### src/rtl/fir_decimator_if.sv
// ---------------------------------------------------------------------------
// fir_decimator_if : sample-in / decimated-sample-out bundle for fir_decimator
// Rev 1.0
// ---------------------------------------------------------------------------
`default_nettype none

interface fir_decimator_if #(
  parameter int NB_DATA    = 8,
  parameter int FIFO_DEPTH = 8
);
  logic [NB_DATA-1:0]          i_data;
  logic                        i_valid;
  logic                        i_ready;
  logic [NB_DATA-1:0]          o_data;
  logic                        o_valid;
  logic [$clog2(FIFO_DEPTH):0] o_count;
  logic                        o_overflow;

  modport master (
    output i_data, i_valid, i_ready,
    input  o_data, o_valid, o_count, o_overflow
  );

  modport slave (
    input  i_data, i_valid, i_ready,
    output o_data, o_valid, o_count, o_overflow
  );
endinterface

`default_nettype wire

### src/rtl/fir_decimator.sv
// ---------------------------------------------------------------------------
// fir_decimator : accumulate-and-dump decimator feeding a FWFT output FIFO
// Rev 1.0
// ---------------------------------------------------------------------------
`default_nettype none

module fir_decimator #(
  parameter int NB_DATA    = 8,
  parameter int DEC_FACTOR = 4,
  parameter int FIFO_DEPTH = 8
) (
  input  wire logic      i_clk,
  input  wire logic      i_rst_n,
  fir_decimator_if.slave bus
);

  localparam int c_SHIFT = $clog2(DEC_FACTOR);
  localparam int c_ACC_W = NB_DATA + c_SHIFT;
  localparam int c_PTR_W = $clog2(FIFO_DEPTH);
  localparam int c_CNT_W = c_PTR_W + 1;
  localparam logic [c_SHIFT-1:0] c_LAST_PHASE = c_SHIFT'(DEC_FACTOR - 1);
  localparam logic [c_CNT_W-1:0] c_FULL       = c_CNT_W'(FIFO_DEPTH);

  logic [c_ACC_W-1:0] r_acc;
  logic [c_SHIFT-1:0] r_phase;
  logic [NB_DATA-1:0] r_mem [FIFO_DEPTH];
  logic [c_PTR_W-1:0] r_wr_ptr;
  logic [c_PTR_W-1:0] r_rd_ptr;
  logic [c_CNT_W-1:0] r_count;
  logic               r_overflow;

  logic [c_ACC_W-1:0] w_sum;
  logic               w_push;
  logic               w_pop;
  logic               w_full;
  logic               w_write;

  // Accumulator is wide enough for DEC_FACTOR full-scale samples, so the
  // group sum cannot wrap and the average is simply its upper NB_DATA bits.
  always_comb begin
    w_sum   = r_acc + c_ACC_W'(bus.i_data);
    w_push  = bus.i_valid && (r_phase == c_LAST_PHASE);
    w_pop   = (r_count != '0) && bus.i_ready;
    w_full  = (r_count == c_FULL);
    w_write = w_push && (!w_full || w_pop);
  end

  always_ff @(posedge i_clk or negedge i_rst_n) begin
    if (!i_rst_n) begin
      r_acc   <= '0;
      r_phase <= '0;
    end else if (bus.i_valid) begin
      if (w_push) begin
        r_acc   <= '0;
        r_phase <= '0;
      end else begin
        r_acc   <= w_sum;
        r_phase <= r_phase + c_SHIFT'(1);
      end
    end
  end

  // Storage needs no reset: o_data is masked while the FIFO is empty.
  always_ff @(posedge i_clk) begin
    if (w_write) begin
      r_mem[r_wr_ptr] <= w_sum[c_ACC_W-1:c_SHIFT];
    end
  end

  always_ff @(posedge i_clk or negedge i_rst_n) begin
    if (!i_rst_n) begin
      r_wr_ptr   <= '0;
      r_rd_ptr   <= '0;
      r_count    <= '0;
      r_overflow <= 1'b0;
    end else begin
      if (w_write) begin
        r_wr_ptr <= r_wr_ptr + c_PTR_W'(1);
      end
      if (w_pop) begin
        r_rd_ptr <= r_rd_ptr + c_PTR_W'(1);
      end
      if (w_write && !w_pop) begin
        r_count <= r_count + c_CNT_W'(1);
      end else if (!w_write && w_pop) begin
        r_count <= r_count - c_CNT_W'(1);
      end
      if (w_push && w_full && !w_pop) begin
        r_overflow <= 1'b1;
      end
    end
  end

  assign bus.o_data     = (r_count != '0) ? r_mem[r_rd_ptr] : '0;
  assign bus.o_valid    = (r_count != '0);
  assign bus.o_count    = r_count;
  assign bus.o_overflow = r_overflow;

endmodule

`default_nettype wire

### src/flat_wrapper.sv
// flat-port wrapper written by rule: the top's interface ports become plain ports
module fir_decimator_flat 
#(
  parameter int NB_DATA    = 8,
  parameter int DEC_FACTOR = 4,
  parameter int FIFO_DEPTH = 8
)
  (i_clk, i_rst_n, bus_i_data, bus_i_valid, bus_i_ready, bus_o_data, bus_o_valid, bus_o_count, bus_o_overflow);
  fir_decimator_if #(.NB_DATA(NB_DATA), .FIFO_DEPTH(FIFO_DEPTH)) bus_i ();
  input  wire logic i_clk;
  input  wire logic i_rst_n;
  input wire logic [$bits(bus_i.i_data)-1:0] bus_i_data;
  input wire logic [$bits(bus_i.i_valid)-1:0] bus_i_valid;
  input wire logic [$bits(bus_i.i_ready)-1:0] bus_i_ready;
  output wire logic [$bits(bus_i.o_data)-1:0] bus_o_data;
  output wire logic [$bits(bus_i.o_valid)-1:0] bus_o_valid;
  output wire logic [$bits(bus_i.o_count)-1:0] bus_o_count;
  output wire logic [$bits(bus_i.o_overflow)-1:0] bus_o_overflow;
  assign bus_i.i_data = bus_i_data;
  assign bus_i.i_valid = bus_i_valid;
  assign bus_i.i_ready = bus_i_ready;
  assign bus_o_data = bus_i.o_data;
  assign bus_o_valid = bus_i.o_valid;
  assign bus_o_count = bus_i.o_count;
  assign bus_o_overflow = bus_i.o_overflow;
  fir_decimator #(.NB_DATA(NB_DATA), .DEC_FACTOR(DEC_FACTOR), .FIFO_DEPTH(FIFO_DEPTH)) u_core (.i_clk(i_clk), .i_rst_n(i_rst_n), .bus(bus_i));
endmodule
### config.mk
export PLATFORM = sky130hd
export DESIGN_NAME = fir_decimator_flat
export DESIGN_NICKNAME = d
export VERILOG_FILES = /design/src/rtl/fir_decimator_if.sv /design/src/rtl/fir_decimator.sv /design/src/flat_wrapper.sv
export SDC_FILE = /design/constraint.sdc
export NUM_CORES = 1
export LEC_CHECK = 0
export ABC_CLOCK_PERIOD_IN_PS = 3800
export CAP_MARGIN = 10
export CORE_ASPECT_RATIO = 1.4
export CORE_MARGIN = 2
export CORE_UTILIZATION = 45
export DETAILED_ROUTE_END_ITERATION = 16
export PLACE_DENSITY = 0.74
export SLEW_MARGIN = 10
export SYNTH_ARGS = -nofsm -noshare
export SYNTH_HDL_FRONTEND = slang
export SYNTH_SLANG_ARGS = --single-unit
### constraint.sdc
create_clock -name i_clk -period 3.8 [get_ports i_clk]
set_input_delay 0.57 -clock i_clk [delete_from_list [all_inputs] [get_ports i_clk]]
set_output_delay 0.57 -clock i_clk [all_outputs]
set_load 0.05 [all_outputs]
# After elaboration in Yosys (flattened, before gate mapping)
# Memory sizes are Yosys's and may differ from the RTL's.
# Cells that the tools add are included.
# word_totals
mem_bits_rw	64
output_inout_bits	14
reg_bits	23
n_memories	1
in_bits	12
elab_cells	35
# classes
n_reduce_logical	13
n_eq_ne	2
n_addsub	6
n_mux	7
# mem_list
memory	words	word_bits	read_ports	rd_clocked_by_memory_dff	wr	line_no	source
u_core.r_mem	8	8	1	0	1	fir_decimator.sv:26	logic [NB_DATA-1:0] r_mem [FIFO_DEPTH];
# ops
cell	n
$add A10 B8 Y10	1
$mux W10	1
$mux W4	2
$mux W8	1
$logic_and A1 B1 Y1	7
$add A3 B1 Y3 const B	2
$add A4 B1 Y4 const B	1
$eq A4 B4 Y1 const B	1
$reduce_bool A4 Y1	1
$sub A4 B1 Y4 const B	1
$logic_not A1 Y1	3
$add A2 B1 Y2 const B	1
$eq A2 B2 Y1 const B	1
$mux W1	2
$mux W2	1
$reduce_bool A2 Y1	1
$logic_or A1 B1 Y1	1

# Logic depth before layout (Yosys ltp)
# depth
word_depth	8
ltp_mapped	11

# Worst setup path before layout
# No wires, ideal clock.
# synth_path
path_kind	reg-to-reg
startpoint	register u_core.r_count[1] (netlist: u_core.bus.o_count[1])
endpoint	register u_core.r_count[3] (netlist: u_core.bus.o_count[3])
path_slack_ns	0.814
period_less_slack_ns	2.986
arrival_time_ns	2.838
required_ns	3.652
path_stages_with_launch	12
setup_ns	0.148
n_path_buf	0
cell_sequence	dfrtp_1 > or3_4 > nor2_8 > inv_1 > nand2_1 > ha_1 > inv_1 > ha_1 > a21o_2 > a21oi_1 > mux2i_1 > xnor2_1
# synth_via
elab_chain_cells	7
elab_cells_between_ends	15
# synth_lines
element	line_no	source
start, declared	fir_decimator.sv:29	logic [c_CNT_W-1:0] r_count;
start signal, assigned	fir_decimator.sv:84	r_count <= r_count + c_CNT_W'(1);
start signal, assigned	fir_decimator.sv:86	r_count <= r_count - c_CNT_W'(1);
$reduce_bool A4 Y1 *	-	
net bus_o_valid	flat_wrapper.sv:16	output wire logic [$bits(bus_i.o_valid)-1:0] bus_o_valid;
$logic_and A1 B1 Y1 *	fir_decimator.sv:43	w_pop = (r_count != '0) && bus.i_ready;
$logic_or A1 B1 Y1	fir_decimator.sv:45	w_write = w_push && (!w_full || w_pop);
$logic_and A1 B1 Y1	fir_decimator.sv:45	
$logic_not A1 Y1	fir_decimator.sv:85	end else if (!w_write && w_pop) begin
$logic_and A1 B1 Y1	fir_decimator.sv:85	
$reduce_bool A2 Y1 (no line)	-	
# The timed path passes the listed nets; every way through them passes the cells marked *. The select of a mux whose other input is x is not followed.
# A chain may end at the register's enable or synchronous reset.

# Final worst setup path
# layout_path
startpoint	register u_core.r_rd_ptr[1]
endpoint	output port bus_o_data[6]
# layout_via
elab_chain_cells	2
# layout_lines
element	line_no	source
start, declared	fir_decimator.sv:28	logic [c_PTR_W-1:0] r_rd_ptr;
start signal, assigned	fir_decimator.sv:81	r_rd_ptr <= r_rd_ptr + c_PTR_W'(1);
$mem_v2 Z8 W8	-	
$mux W8	fir_decimator.sv:94	assign bus.o_data = (r_count != '0) ? r_mem[r_rd_ptr] : '0;
end, declared	flat_wrapper.sv:15	output wire logic [$bits(bus_i.o_data)-1:0] bus_o_data;
# Every way passes these cells.

==> results.cfg <==
[clock_tree]
cts-resized-gates = 0
root_buffer = clkbuf_16
cts_tree = done
clkLatencyLatePin_ns = 0.34
cts_max_level = 3
postCtsSetupRepairBufs = 0
cts_buffer_depth = 2
path_clk_slew_ns = 0.07
postCtsHoldBufs = 0
cts_buffers = 9
cts.sinks = 87

[critical_path]
critPathKind = flop to output port
crit_chain = mux4_2 -> mux2i_1 -> nor2_1 -> clkdlybuf4s50_1
start_kind = flop
cp_max_fo = 18
cp_data_arrival_time_ns = 2.57
slowest_delay_ns = 0.85
crit_path_end_kind = output port
cpMaxStageDelayCell = dfrtp_1
crit_required_ns = 3.23

[detailed_routing]
drt-pass1-iter-count = 4
drc = 0
wirelength_um = 7331
postRouteAntennaNets = 0
m1WireLength_um = 3161
met2WireLength_um = 3794
drt_iter0_markers = 151
via_per_inst = 5.580
vias = 2260
dr_wl_met3_um = 261
avgRoutedWirePerCell_um = 18.10
highest_layer = met4

[cells_and_area]
multi_input_area_um2 = 1455
num_antenna_cells = 0
area_growth_pct = 17.58
seqCellArea_um2 = 2497
fin_nets = 323
layout-drive-gt1-share_pct = 18.67
fillCellCount = 697

[global_route]
grt-ovfl-total = 0
grt_use_total_pct = 16.55
grt_pass1_wl_um = 12120
antenna_found_initial = 0
grt_max_degree = 24
grt_pass1_vias = 2339

[yosys]
synth-seq-cells = 87
synthDistinctLibCells = 50
yosys-top-cells-count = edfxtp_1 (64), dfrtp_1 (23), nor2_1 (18)
synth_nets = 288
synth_most_common_cell = edfxtp_1
synth.top_cell.area_share_pct = 47.72
netlist_top_cells_area = edfxtp_1 (48%), dfrtp_1 (14%), mux4_2 (8.9%)
yosysTopAreaCell = edfxtp_1
synth_area_um2 = 4028
syn_area_per_cell_um2 = 15.49
synthFlopType = edfxtp_1
yosysWarnings = 0
ys_async_sr_fraction_pct = 26.44
ys_seq_area_share_pct = 62.01
post_synth_inst_count = 260
synth-edff-count = 64

[timing]
tightest_slew_ns = 0.7799
slew_viol_final = 0
setup_viol = 0
post-route-min-period_ns = 3.140
slew-limit-headroom_pct = 48.01
finClkSkew_ns = 0.006385
layout_setup_ws_ns = 0.6602
min_period_over_period_pct = 82.63
fmax_ghz = 0.3185
rsz0062_at_grt = no
setup_tns_ns = 0
hold_ws_ns = 0.2080
hold_viol = 0

[status]
status = finished clean

[power]
p_int_uw = 2713
irDropWorstVdd_uv = 578.9
clkPwrFrac_pct = 20.2
switching_power_uw = 1698
power_frac_seq_pct = 36.3
cellPowerDensity_nw_per_um2 = 931.3
p_leak_uw = 0.001763
swShare_pct = 38.49
p_comb_share_pct = 43.4

[run]
cap_violations = 0

[place]
dp_worst_setup_slack_ns = 0.7543
gp_congestion = 0.8112
io_buffers = 25
hpwlAfterDp_um = 4936

[floorplan]
coreArea_um2 = 8658
floorplan.die.height_um = 115.9
start_util_pct = 46.52
rows = 40
dieArea_um2 = 9734
ios = 26
die_x_um = 83.96

[worst_hold_path]
min_path_type = primary input to async pin
-- placed cells by master (no fill, tap or decap), types with 4 or more instances in the layout --
cell	count
a21oi_1	7
buf_4	10
clkbuf_16	9
clkdlybuf4s50_1	24
dfrtp_1	23
edfxtp_1	64
ha_1	14
inv_1	7
mux2_2	4
mux2i_1	9
mux4_2	16
nand2_1	17
nand2b_1	4
nand3_1	4
nor2_1	18
nor3_1	5
xnor2_1	12
-- critical path: cells and delay by family, from the launching register on --
kind,cells,cell delay (ns)
muxes,2,0.62
DFF,1,0.85
buffers and inverters,1,0.70
and+or+nand+nor,1,0.06
-- worst paths after layout --
path / start / cells past startpoint / slack, ns / end
max in group asynchronous: i_rst_n / 1 / 3.22 / u_core.r_rd_ptr[2]
worst min register to register: u_core.bus.o_overflow / 2 / 0.50 / u_core.bus.o_overflow
worst max register to register: u_core.bus.o_count[0] / 11 / 1.04 / u_core.bus.o_count[3]
min in group i_clk: u_core.bus.o_overflow / 2 / 0.50 / u_core.bus.o_overflow
worst min-delay path: i_rst_n / 1 / 0.21 / u_core.r_acc[9]
worst max-delay path: u_core.r_rd_ptr[1] / 4 / 0.66 / bus_o_data[6]
-- per-stage QoR --
step	util (%)	total power, µW	instances	instance area [µm²]
finish	54.70	4410	405	4736
global route	54.70	4665	405	4736
CTS	54.75	4460	405	4741
detailed placement	51.23	3546	389	4436
global placement	51.23	3493	389	4436
floorplan	-	3018	260	4028
-- logic make-up after synthesis --
group	Yosys count	synth area share (%)
buffers and inverters	18	1.864
AND/OR/NAND/NOR	57	7.238
XOR/XNOR	15	3.262
flip-flops	87	62.01
AO/OA/AOI/OAI	37	7.611
multiplexers	30	12.67
adder cells (fa/ha/maj)	16	5.343
-- power groups by stage --
stage / logic [µW] / registers, µW / clock network [µW]
after floorplan: 1420 / 1600 / 0
after global placement: 1880 / 1620 / 0
after detailed placement: 1920 / 1620 / 0
after CTS: 1930 / 1610 / 916
after global routing: 2080 / 1630 / 947
final: 1910 / 1600 / 893
-- flip-flops by register name, summed over array words and instances, names as in the netlist --
signal and count:
u_core.r_acc 10, u_core.r_phase 2, u_core.bus.o_overflow 1, u_core.r_wr_ptr 3, u_core.bus.o_count 4, u_core.r_mem 64, u_core.r_rd_ptr 3
-- area by class of cell --
type | count | area share (%)
clock buffer | 9 | 4.756
tap | 105 | 2.774
multi-input combinational | 155 | 30.73
timing repair buffer | 35 | 6.764
sequential | 87 | 52.73
inverter | 7 | 0.5548
clock inverter | 7 | 1.691
-- layer usage --
layer	vias up	GRT usage, %
met1	1133	20.20
met2	50	29.17
li1	1067	-
met5	-	0
met3	10	3.632
met4	0	5.914
(Power assumes the default switching activity.)
